File: config.mk
export PLATFORM = sky130hd
export DESIGN_NAME = mac_tx_arbiter_flat
export DESIGN_NICKNAME = d
export VERILOG_FILES = /design/src/rtl/mac_pkg.sv /design/src/rtl/mac_tx_arbiter_if.sv /design/src/rtl/mac_rr_arb2.sv /design/src/rtl/mac_tx_arbiter.sv /design/src/flat_wrapper.sv
export SDC_FILE = /design/constraint.sdc
export NUM_CORES = 1
export LEC_CHECK = 0
export BUFFER_PORTS_ARGS = -buffer_cell sky130_fd_sc_hd__buf_4
export CAP_MARGIN = 20
export CORE_UTILIZATION = 38
export CTS_BUF_LIST = sky130_fd_sc_hd__clkbuf_8
export CTS_CLUSTER_SIZE = 24
export DETAILED_ROUTE_END_ITERATION = 10
export SYNTH_ARGS = -nofsm -noshare
export SYNTH_HDL_FRONTEND = slang
export SYNTH_SLANG_ARGS = --single-unit
File: constraint.sdc
create_clock -name tx_mac_clk -period 2 [get_ports tx_mac_clk]
set_input_delay 0.4 -clock tx_mac_clk [delete_from_list [all_inputs] [get_ports tx_mac_clk]]
set_output_delay 0.4 -clock tx_mac_clk [all_outputs]
set_load 0.01 [all_outputs]
File: src/rtl/mac_pkg.sv
// Shared definitions for the MAC transmit-side arbiter: state encoding,
// Ethernet defaults and a small grant decoding helper.
package mac_pkg;

    typedef enum logic [1:0] {
        ARB_IDLE  = 2'd0,
        ARB_GRANT = 2'd1,
        ARB_DRAIN = 2'd2,
        ARB_GAP   = 2'd3
    } arb_state_e;

    localparam int ETH_MAX_FRAME = 1518;
    localparam int ETH_IFG_BYTES = 12;

    // Port index carried by a one-hot two-way grant.
    function automatic logic grant_port(input logic [1:0] grant);
        return grant[1];
    endfunction

endpackage

File: src/rtl/mac_tx_arbiter_if.sv
// Bundle of both requester byte streams, the MAC byte stream and the
// arbiter status outputs. slave is the arbiter side, master the environment.
interface mac_tx_arbiter_if #(
    parameter int DATA_W = 8
);
    logic [DATA_W-1:0] req0_data;
    logic              req0_valid;
    logic              req0_last;
    logic              req0_err;
    logic              req0_ready;
    logic [DATA_W-1:0] req1_data;
    logic              req1_valid;
    logic              req1_last;
    logic              req1_err;
    logic              req1_ready;
    logic [DATA_W-1:0] tx_mac_data;
    logic              tx_mac_valid;
    logic              tx_mac_last;
    logic              tx_mac_err;
    logic              tx_mac_ready;
    logic [1:0]        arb_grant;
    logic              arb_trunc;

    modport slave (
        input  req0_data, req0_valid, req0_last, req0_err,
        input  req1_data, req1_valid, req1_last, req1_err,
        input  tx_mac_ready,
        output req0_ready, req1_ready,
        output tx_mac_data, tx_mac_valid, tx_mac_last, tx_mac_err,
        output arb_grant, arb_trunc
    );

    modport master (
        output req0_data, req0_valid, req0_last, req0_err,
        output req1_data, req1_valid, req1_last, req1_err,
        output tx_mac_ready,
        input  req0_ready, req1_ready,
        input  tx_mac_data, tx_mac_valid, tx_mac_last, tx_mac_err,
        input  arb_grant, arb_trunc
    );

endinterface

File: src/rtl/mac_rr_arb2.sv
// Two-way round-robin picker: a lone request wins outright, a tie goes to
// the port that did not own the previous frame.
module mac_rr_arb2 (
    input  logic [1:0] req,
    input  logic       rr_last,
    output logic [1:0] grant
);

    always_comb begin
        grant = req;
        if (req == 2'b11) begin
            grant = rr_last ? 2'b01 : 2'b10;
        end
    end

endmodule

File: src/rtl/mac_tx_arbiter.sv
// Frame-granular round-robin arbiter sharing one MAC TX byte stream between
// two requesters, with inter-frame gap and oversize truncation.
module mac_tx_arbiter
    import mac_pkg::*;
#(
    parameter int DATA_W     = 8,
    parameter int IFG_CYCLES = ETH_IFG_BYTES,
    parameter int MAX_LEN    = ETH_MAX_FRAME,
    parameter int LEN_W      = 11
) (
    input  logic            tx_mac_clk,
    input  logic            reset,
    mac_tx_arbiter_if.slave bus
);

    localparam int GAP_W = (IFG_CYCLES > 1) ? $clog2(IFG_CYCLES) : 1;
    localparam logic [GAP_W-1:0] GAP_LOAD   = GAP_W'((IFG_CYCLES > 0) ? IFG_CYCLES - 1 : 0);
    localparam logic [LEN_W-1:0] LAST_COUNT = LEN_W'(MAX_LEN - 1);

    arb_state_e        state_q, state_d;
    logic              owner_q, owner_d;
    logic [1:0]        grant_q, grant_d;
    logic [LEN_W-1:0]  count_q, count_d;
    logic [GAP_W-1:0]  gap_q, gap_d;
    logic              rr_last_q, rr_last_d;

    logic [1:0]        pick;
    logic [DATA_W-1:0] sel_data;
    logic              sel_valid, sel_last, sel_err;
    logic              at_max, frame_end, owner_ready, trunc;
    logic [DATA_W-1:0] tx_data;
    logic              tx_valid, tx_last, tx_err;

    mac_rr_arb2 u_rr (
        .req     ({bus.req1_valid, bus.req0_valid}),
        .rr_last (rr_last_q),
        .grant   (pick)
    );

    always_comb begin
        sel_data  = owner_q ? bus.req1_data  : bus.req0_data;
        sel_valid = owner_q ? bus.req1_valid : bus.req0_valid;
        sel_last  = owner_q ? bus.req1_last  : bus.req0_last;
        sel_err   = owner_q ? bus.req1_err   : bus.req0_err;
        at_max    = (count_q == LAST_COUNT);
    end

    always_comb begin
        state_d     = state_q;
        owner_d     = owner_q;
        grant_d     = grant_q;
        count_d     = count_q;
        gap_d       = gap_q;
        rr_last_d   = rr_last_q;
        frame_end   = 1'b0;
        owner_ready = 1'b0;
        trunc       = 1'b0;
        tx_data     = '0;
        tx_valid    = 1'b0;
        tx_last     = 1'b0;
        tx_err      = 1'b0;

        case (state_q)
            ARB_IDLE: begin
                if (pick != 2'b00) begin
                    grant_d = pick;
                    owner_d = grant_port(pick);
                    state_d = ARB_GRANT;
                end
            end
            ARB_GRANT: begin
                // The MAX_LEN-th beat is forced to end the frame unless the requester ends it anyway.
                tx_data     = sel_data;
                tx_valid    = sel_valid;
                tx_last     = sel_last | at_max;
                tx_err      = sel_err | (at_max & ~sel_last);
                owner_ready = bus.tx_mac_ready;
                if (sel_valid && bus.tx_mac_ready) begin
                    if (sel_last) begin
                        frame_end = 1'b1;
                    end else if (at_max) begin
                        trunc   = 1'b1;
                        count_d = '0;
                        state_d = ARB_DRAIN;
                    end else begin
                        count_d = count_q + LEN_W'(1);
                    end
                end
            end
            ARB_DRAIN: begin
                owner_ready = 1'b1;
                if (sel_valid && sel_last) begin
                    frame_end = 1'b1;
                end
            end
            ARB_GAP: begin
                if (gap_q == '0) begin
                    state_d = ARB_IDLE;
                end else begin
                    gap_d = gap_q - GAP_W'(1);
                end
            end
        endcase

        if (frame_end) begin
            rr_last_d = owner_q;
            count_d   = '0;
            grant_d   = 2'b00;
            gap_d     = GAP_LOAD;
            state_d   = (IFG_CYCLES == 0) ? ARB_IDLE : ARB_GAP;
        end
    end

    always_ff @(posedge tx_mac_clk) begin
        if (!reset) begin
            state_q   <= ARB_IDLE;
            owner_q   <= 1'b0;
            grant_q   <= 2'b00;
            count_q   <= '0;
            gap_q     <= '0;
            rr_last_q <= 1'b1;
        end else begin
            state_q   <= state_d;
            owner_q   <= owner_d;
            grant_q   <= grant_d;
            count_q   <= count_d;
            gap_q     <= gap_d;
            rr_last_q <= rr_last_d;
        end
    end

    assign bus.req0_ready   = owner_ready & ~owner_q;
    assign bus.req1_ready   = owner_ready & owner_q;
    assign bus.tx_mac_data  = tx_data;
    assign bus.tx_mac_valid = tx_valid;
    assign bus.tx_mac_last  = tx_last;
    assign bus.tx_mac_err   = tx_err;
    assign bus.arb_grant    = grant_q;
    assign bus.arb_trunc    = trunc;

endmodule

File: src/flat_wrapper.sv
// flat-port wrapper written by rule: the top's interface ports become plain ports
module mac_tx_arbiter_flat import mac_pkg::*;
#(
    parameter int DATA_W     = 8,
    parameter int IFG_CYCLES = ETH_IFG_BYTES,
    parameter int MAX_LEN    = ETH_MAX_FRAME,
    parameter int LEN_W      = 11
)
  (tx_mac_clk, reset, bus_req0_data, bus_req0_valid, bus_req0_last, bus_req0_err, bus_req1_data, bus_req1_valid, bus_req1_last, bus_req1_err, bus_tx_mac_ready, bus_req0_ready, bus_req1_ready, bus_tx_mac_data, bus_tx_mac_valid, bus_tx_mac_last, bus_tx_mac_err, bus_arb_grant, bus_arb_trunc);
  mac_tx_arbiter_if #(.DATA_W(DATA_W)) bus_i ();
  input  logic tx_mac_clk;
  input  logic reset;
  input wire logic [$bits(bus_i.req0_data)-1:0] bus_req0_data;
  input wire logic [$bits(bus_i.req0_valid)-1:0] bus_req0_valid;
  input wire logic [$bits(bus_i.req0_last)-1:0] bus_req0_last;
  input wire logic [$bits(bus_i.req0_err)-1:0] bus_req0_err;
  input wire logic [$bits(bus_i.req1_data)-1:0] bus_req1_data;
  input wire logic [$bits(bus_i.req1_valid)-1:0] bus_req1_valid;
  input wire logic [$bits(bus_i.req1_last)-1:0] bus_req1_last;
  input wire logic [$bits(bus_i.req1_err)-1:0] bus_req1_err;
  input wire logic [$bits(bus_i.tx_mac_ready)-1:0] bus_tx_mac_ready;
  output wire logic [$bits(bus_i.req0_ready)-1:0] bus_req0_ready;
  output wire logic [$bits(bus_i.req1_ready)-1:0] bus_req1_ready;
  output wire logic [$bits(bus_i.tx_mac_data)-1:0] bus_tx_mac_data;
  output wire logic [$bits(bus_i.tx_mac_valid)-1:0] bus_tx_mac_valid;
  output wire logic [$bits(bus_i.tx_mac_last)-1:0] bus_tx_mac_last;
  output wire logic [$bits(bus_i.tx_mac_err)-1:0] bus_tx_mac_err;
  output wire logic [$bits(bus_i.arb_grant)-1:0] bus_arb_grant;
  output wire logic [$bits(bus_i.arb_trunc)-1:0] bus_arb_trunc;
  assign bus_i.req0_data = bus_req0_data;
  assign bus_i.req0_valid = bus_req0_valid;
  assign bus_i.req0_last = bus_req0_last;
  assign bus_i.req0_err = bus_req0_err;
  assign bus_i.req1_data = bus_req1_data;
  assign bus_i.req1_valid = bus_req1_valid;
  assign bus_i.req1_last = bus_req1_last;
  assign bus_i.req1_err = bus_req1_err;
  assign bus_i.tx_mac_ready = bus_tx_mac_ready;
  assign bus_req0_ready = bus_i.req0_ready;
  assign bus_req1_ready = bus_i.req1_ready;
  assign bus_tx_mac_data = bus_i.tx_mac_data;
  assign bus_tx_mac_valid = bus_i.tx_mac_valid;
  assign bus_tx_mac_last = bus_i.tx_mac_last;
  assign bus_tx_mac_err = bus_i.tx_mac_err;
  assign bus_arb_grant = bus_i.arb_grant;
  assign bus_arb_trunc = bus_i.arb_trunc;
  mac_tx_arbiter #(.DATA_W(DATA_W), .IFG_CYCLES(IFG_CYCLES), .MAX_LEN(MAX_LEN), .LEN_W(LEN_W)) u_core (.tx_mac_clk(tx_mac_clk), .reset(reset), .bus(bus_i));
endmodule
==> load_flow_metrics.sql <==
INSERT INTO impl_metrics (metric_group, metric, value, unit) VALUES
('setup_path', 'r2r_end', 'u_core.count_q[2]', ''),
('setup_path', 'cp_launch_type', 'flop', ''),
('yosys', 'mappedNetlistArea', '0.00132', 'mm^2'),
('floorplan', 'pin_count', '41', ''),
('route', 'postRouteWirelength', '3260', 'um'),
('route', 'postRouteAntennaNets', '0', ''),
('floorplan', 'die_h', '61.0', 'um'),
('global_route', 'gr-usage-all-layers', '19.2', '%'),
('floorplan', 'initial_utilization', '39.6', '%'),
('setup_path', 'critical_path.reg2reg.startpoint', 'u_core.state_q[1]', ''),
('yosys', 'synth_adder_area_share', '5.68', '%'),
('global_route', 'first_pass_grt_wire_length', '5210', 'um'),
('finish', 'nNetsFinal', '236', ''),
('cts', 'cts_hold_buf', '0', ''),
('cts', 'cts.sink_count', '21', ''),
('cts', 'cts.clk_slew.worst_paths', '0.08', 'ns'),
('sta', 'fin_crit_sh', '97.6', '%'),
('sta', 'timing.final.ws_setup', '0.0480', 'ns'),
('yosys', 'yosys.area_share.xor_xnor', '7.28', '%'),
('sta', 'layout_min_cycle_time', '1.95', 'ns'),
('power', 'total_leakage_power', '0.000745', 'uW'),
('global_route', 'number_of_antenna_violations_at_the_first_check_in_global_routing', '0', ''),
('route', 'routed_via_density', '4.99', ''),
('floorplan', 'dieArea', '0.00372', 'mm^2'),
('yosys', 'synth_top_family_by_area', 'simple AND/OR/NAND/NOR gates', ''),
('sta', 'grt_setup_unrepaired', 'yes', ''),
('global_route', 'grt_max_degree', '17', ''),
('finish', 'mostFrequentLayoutCells', 'sky130_fd_sc_hd__buf_4 (47), sky130_fd_sc_hd__nor2_1 (22), sky130_fd_sc_hd__dfxtp_1 (17), sky130_fd_sc_hd__a21oi_1 (12), sky130_fd_sc_hd__mux2i_1 (11)', ''),
('sta', 'final_max_slew_viol_count', '0', ''),
('global_route', 'number_of_global_route_vias_before_repair', '1100', ''),
('power', 'ir_worst_vdd', '0.000350', 'V'),
('place', 'dpl-instance-area', '0.00167', 'mm^2'),
('run_status', 'run_status', 'completed', ''),
('sta', 'timing.slew.headroom', '67.4', '%'),
('sta', 'achievable-frequency', '512', 'MHz'),
('cts', 'clock_tree.htree_level_count', '1', ''),
('power', 'cellPowerDensity', '699', 'mW/mm^2'),
('yosys', 'synth_simple_gate_area_share', '27.2', '%'),
('yosys', 'synthesis.instances', '158', ''),
('yosys', 'synthesis.nets', '189', ''),
('setup_path', 'worst_r2r_path_depth', '7', ''),
('route', 'detailedRoute.firstIterationViolations', '39', ''),
('cts', 'clock_tree_from_tritoncts', 'built', ''),
('yosys', 'number_of_library_cell_types_mapped_by_synthesis', '41', ''),
('min_path', 'hold_path.startpoint', 'reset', ''),
('finish', 'area.growth.synth_to_final', '35.3', '%'),
('sta', 'final_hold_viol_count', '0', ''),
('yosys', 'synth_compound_area_share', '14.9', '%'),
('floorplan', 'num_rows', '21', ''),
('route', 'wl_per_cell', '13.0', 'um'),
('floorplan', 'fp.dieW', '61.0', 'um'),
('sta', 'skew', '0.00865', 'ns'),
('cts', 'clk_path_buf_depth', '2', ''),
('yosys', 'synth-edff-count', '0', ''),
('setup_path', 'worstPathRequired', '1.60', 'ns'),
('setup_path', 'worst_setup_path_end_kind', 'primary output', ''),
('finish', 'layout_commonest_cell', 'sky130_fd_sc_hd__buf_4', ''),
('global_route', 'globalRouteOverflowTotal', '0', ''),
('setup_path', 'critical_path_class', 'flop to primary output', ''),
('min_path', 'hold_path_depth', '2', ''),
('yosys', 'muxShareOfSynthArea', '8.33', '%'),
('cts', 'cts_inserted_buffers', '3', ''),
('yosys', 'ys_seq_elements', '21', ''),
('place', 'port_buffers', '40', ''),
('place', 'finalWeightedCongestion', '0.788', ''),
('cts', 'cts-root-buf', 'sky130_fd_sc_hd__clkbuf_8', ''),
('finish', 'antennaDiodeCount', '0', ''),
('setup_path', 'crit_path_start', 'u_core.count_q[1]', ''),
('cts', 'clk_latency', '0.26', 'ns'),
('setup_path', 'worst_ep_arrival_time', '1.55', 'ns'),
('yosys', 'synth_sequential_area_ratio', '31.8', '%');
## kinds of logic after synthesis
family,Yosys count
compound gates,28
xor+xnor,11
fa+ha+maj,6
buf+inv,14
flops,21
mux,11
simple gates,67
## through the flow
| stage | TNS, ns | std cells | hold WS (ns) |
|---|---|---|---|
| final | 0 | 250 | 0.387 |
| after global routing | -0.0600 | 250 | 0.383 |
| after CTS | 0 | 250 | 0.384 |
| after detailed placement | 0 | 242 | 0.488 |
| after global placement | 0 | 242 | 0.474 |
| after floorplan | 0 | 158 | 0.468 |
## worst max path at each step
stage	to	slack, ns	cells after the start
global route	bus_tx_mac_err	-0.05	7
detailed placement	u_core.count_q[2]	0.12	7
floorplan	u_core.state_q[1]	0.35	8
finish	bus_tx_mac_err	0.05	7
global placement	u_core.count_q[4]	0.18	6
CTS	bus_tx_mac_err	0.01	7
## power by group
part           internal, uW  leakage [uW]  switching [uW]
registers               442      0.000172            20.4
clock network           139     0.0000255             143
logic                   254      0.000547             253
## state kept, by name, indices dropped and copies added (netlist names)
| name | cells |
|---|---|
| u_core.state_q | 2 |
| u_core.bus.arb_grant | 2 |
| u_core.owner_q | 1 |
| u_core.count_q | 11 |
| u_core.gap_q | 4 |
| u_core.rr_last_q | 1 |
## cell usage after synthesis (all sizes together), types with 2 or more instances
cell type	instances	area share [%]
a21boi	3	2.0
a21oi	12	4.5
and2	2	0.95
buf	4	2.0
dfxtp	21	32
ha	6	5.7
inv	9	2.6
mux2i	11	8.3
nand2	10	2.8
nand2b	2	0.95
nand3	6	2.3
nor2	22	6.2
nor2b	9	4.3
nor3	5	2.3
nor3b	2	1.5
nor4	4	3.0
o211ai	4	2.6
o21ai	3	1.4
xnor2	9	6.0
xor2	2	1.3
## layout make-up
class                      instances  area [um^2]
clock buffer                       3         41.3
clock inverter                     1         5.00
fill                             314         1550
inverter                           9         33.8
multi-input combinational        123          873
sequential                        21          425
tap                               46         57.6
timing repair buffer              47          353
## layer usage
layer | global-route usage (%) | up-vias | wire [um]
met1 | 24.5 | 564 | 1440
met5 | 0 | - | 0
met4 | 5.84 | 0 | 41
li1 | - | 637 | -
met3 | 4.26 | 4 | 189
met2 | 32.5 | 43 | 1590
## repair_timing
item,CTS,global route
gates resized for setup,3,9
setup buffers,4,0
setup endpoints to repair,3,15
pin swaps,4,2
gates cloned,0,0
## critical path, stage by stage (launching register included)
cell	delay (ns)
sky130_fd_sc_hd__dfxtp_2	0.33
sky130_fd_sc_hd__inv_2	0.06
sky130_fd_sc_hd__ha_4	0.12
sky130_fd_sc_hd__nand3b_1	0.11
sky130_fd_sc_hd__nor3_4	0.28
sky130_fd_sc_hd__nand2_1	0.09
sky130_fd_sc_hd__a21boi_1	0.16
sky130_fd_sc_hd__buf_4	0.14
Note: power is estimated with default switching activity, not from simulation.
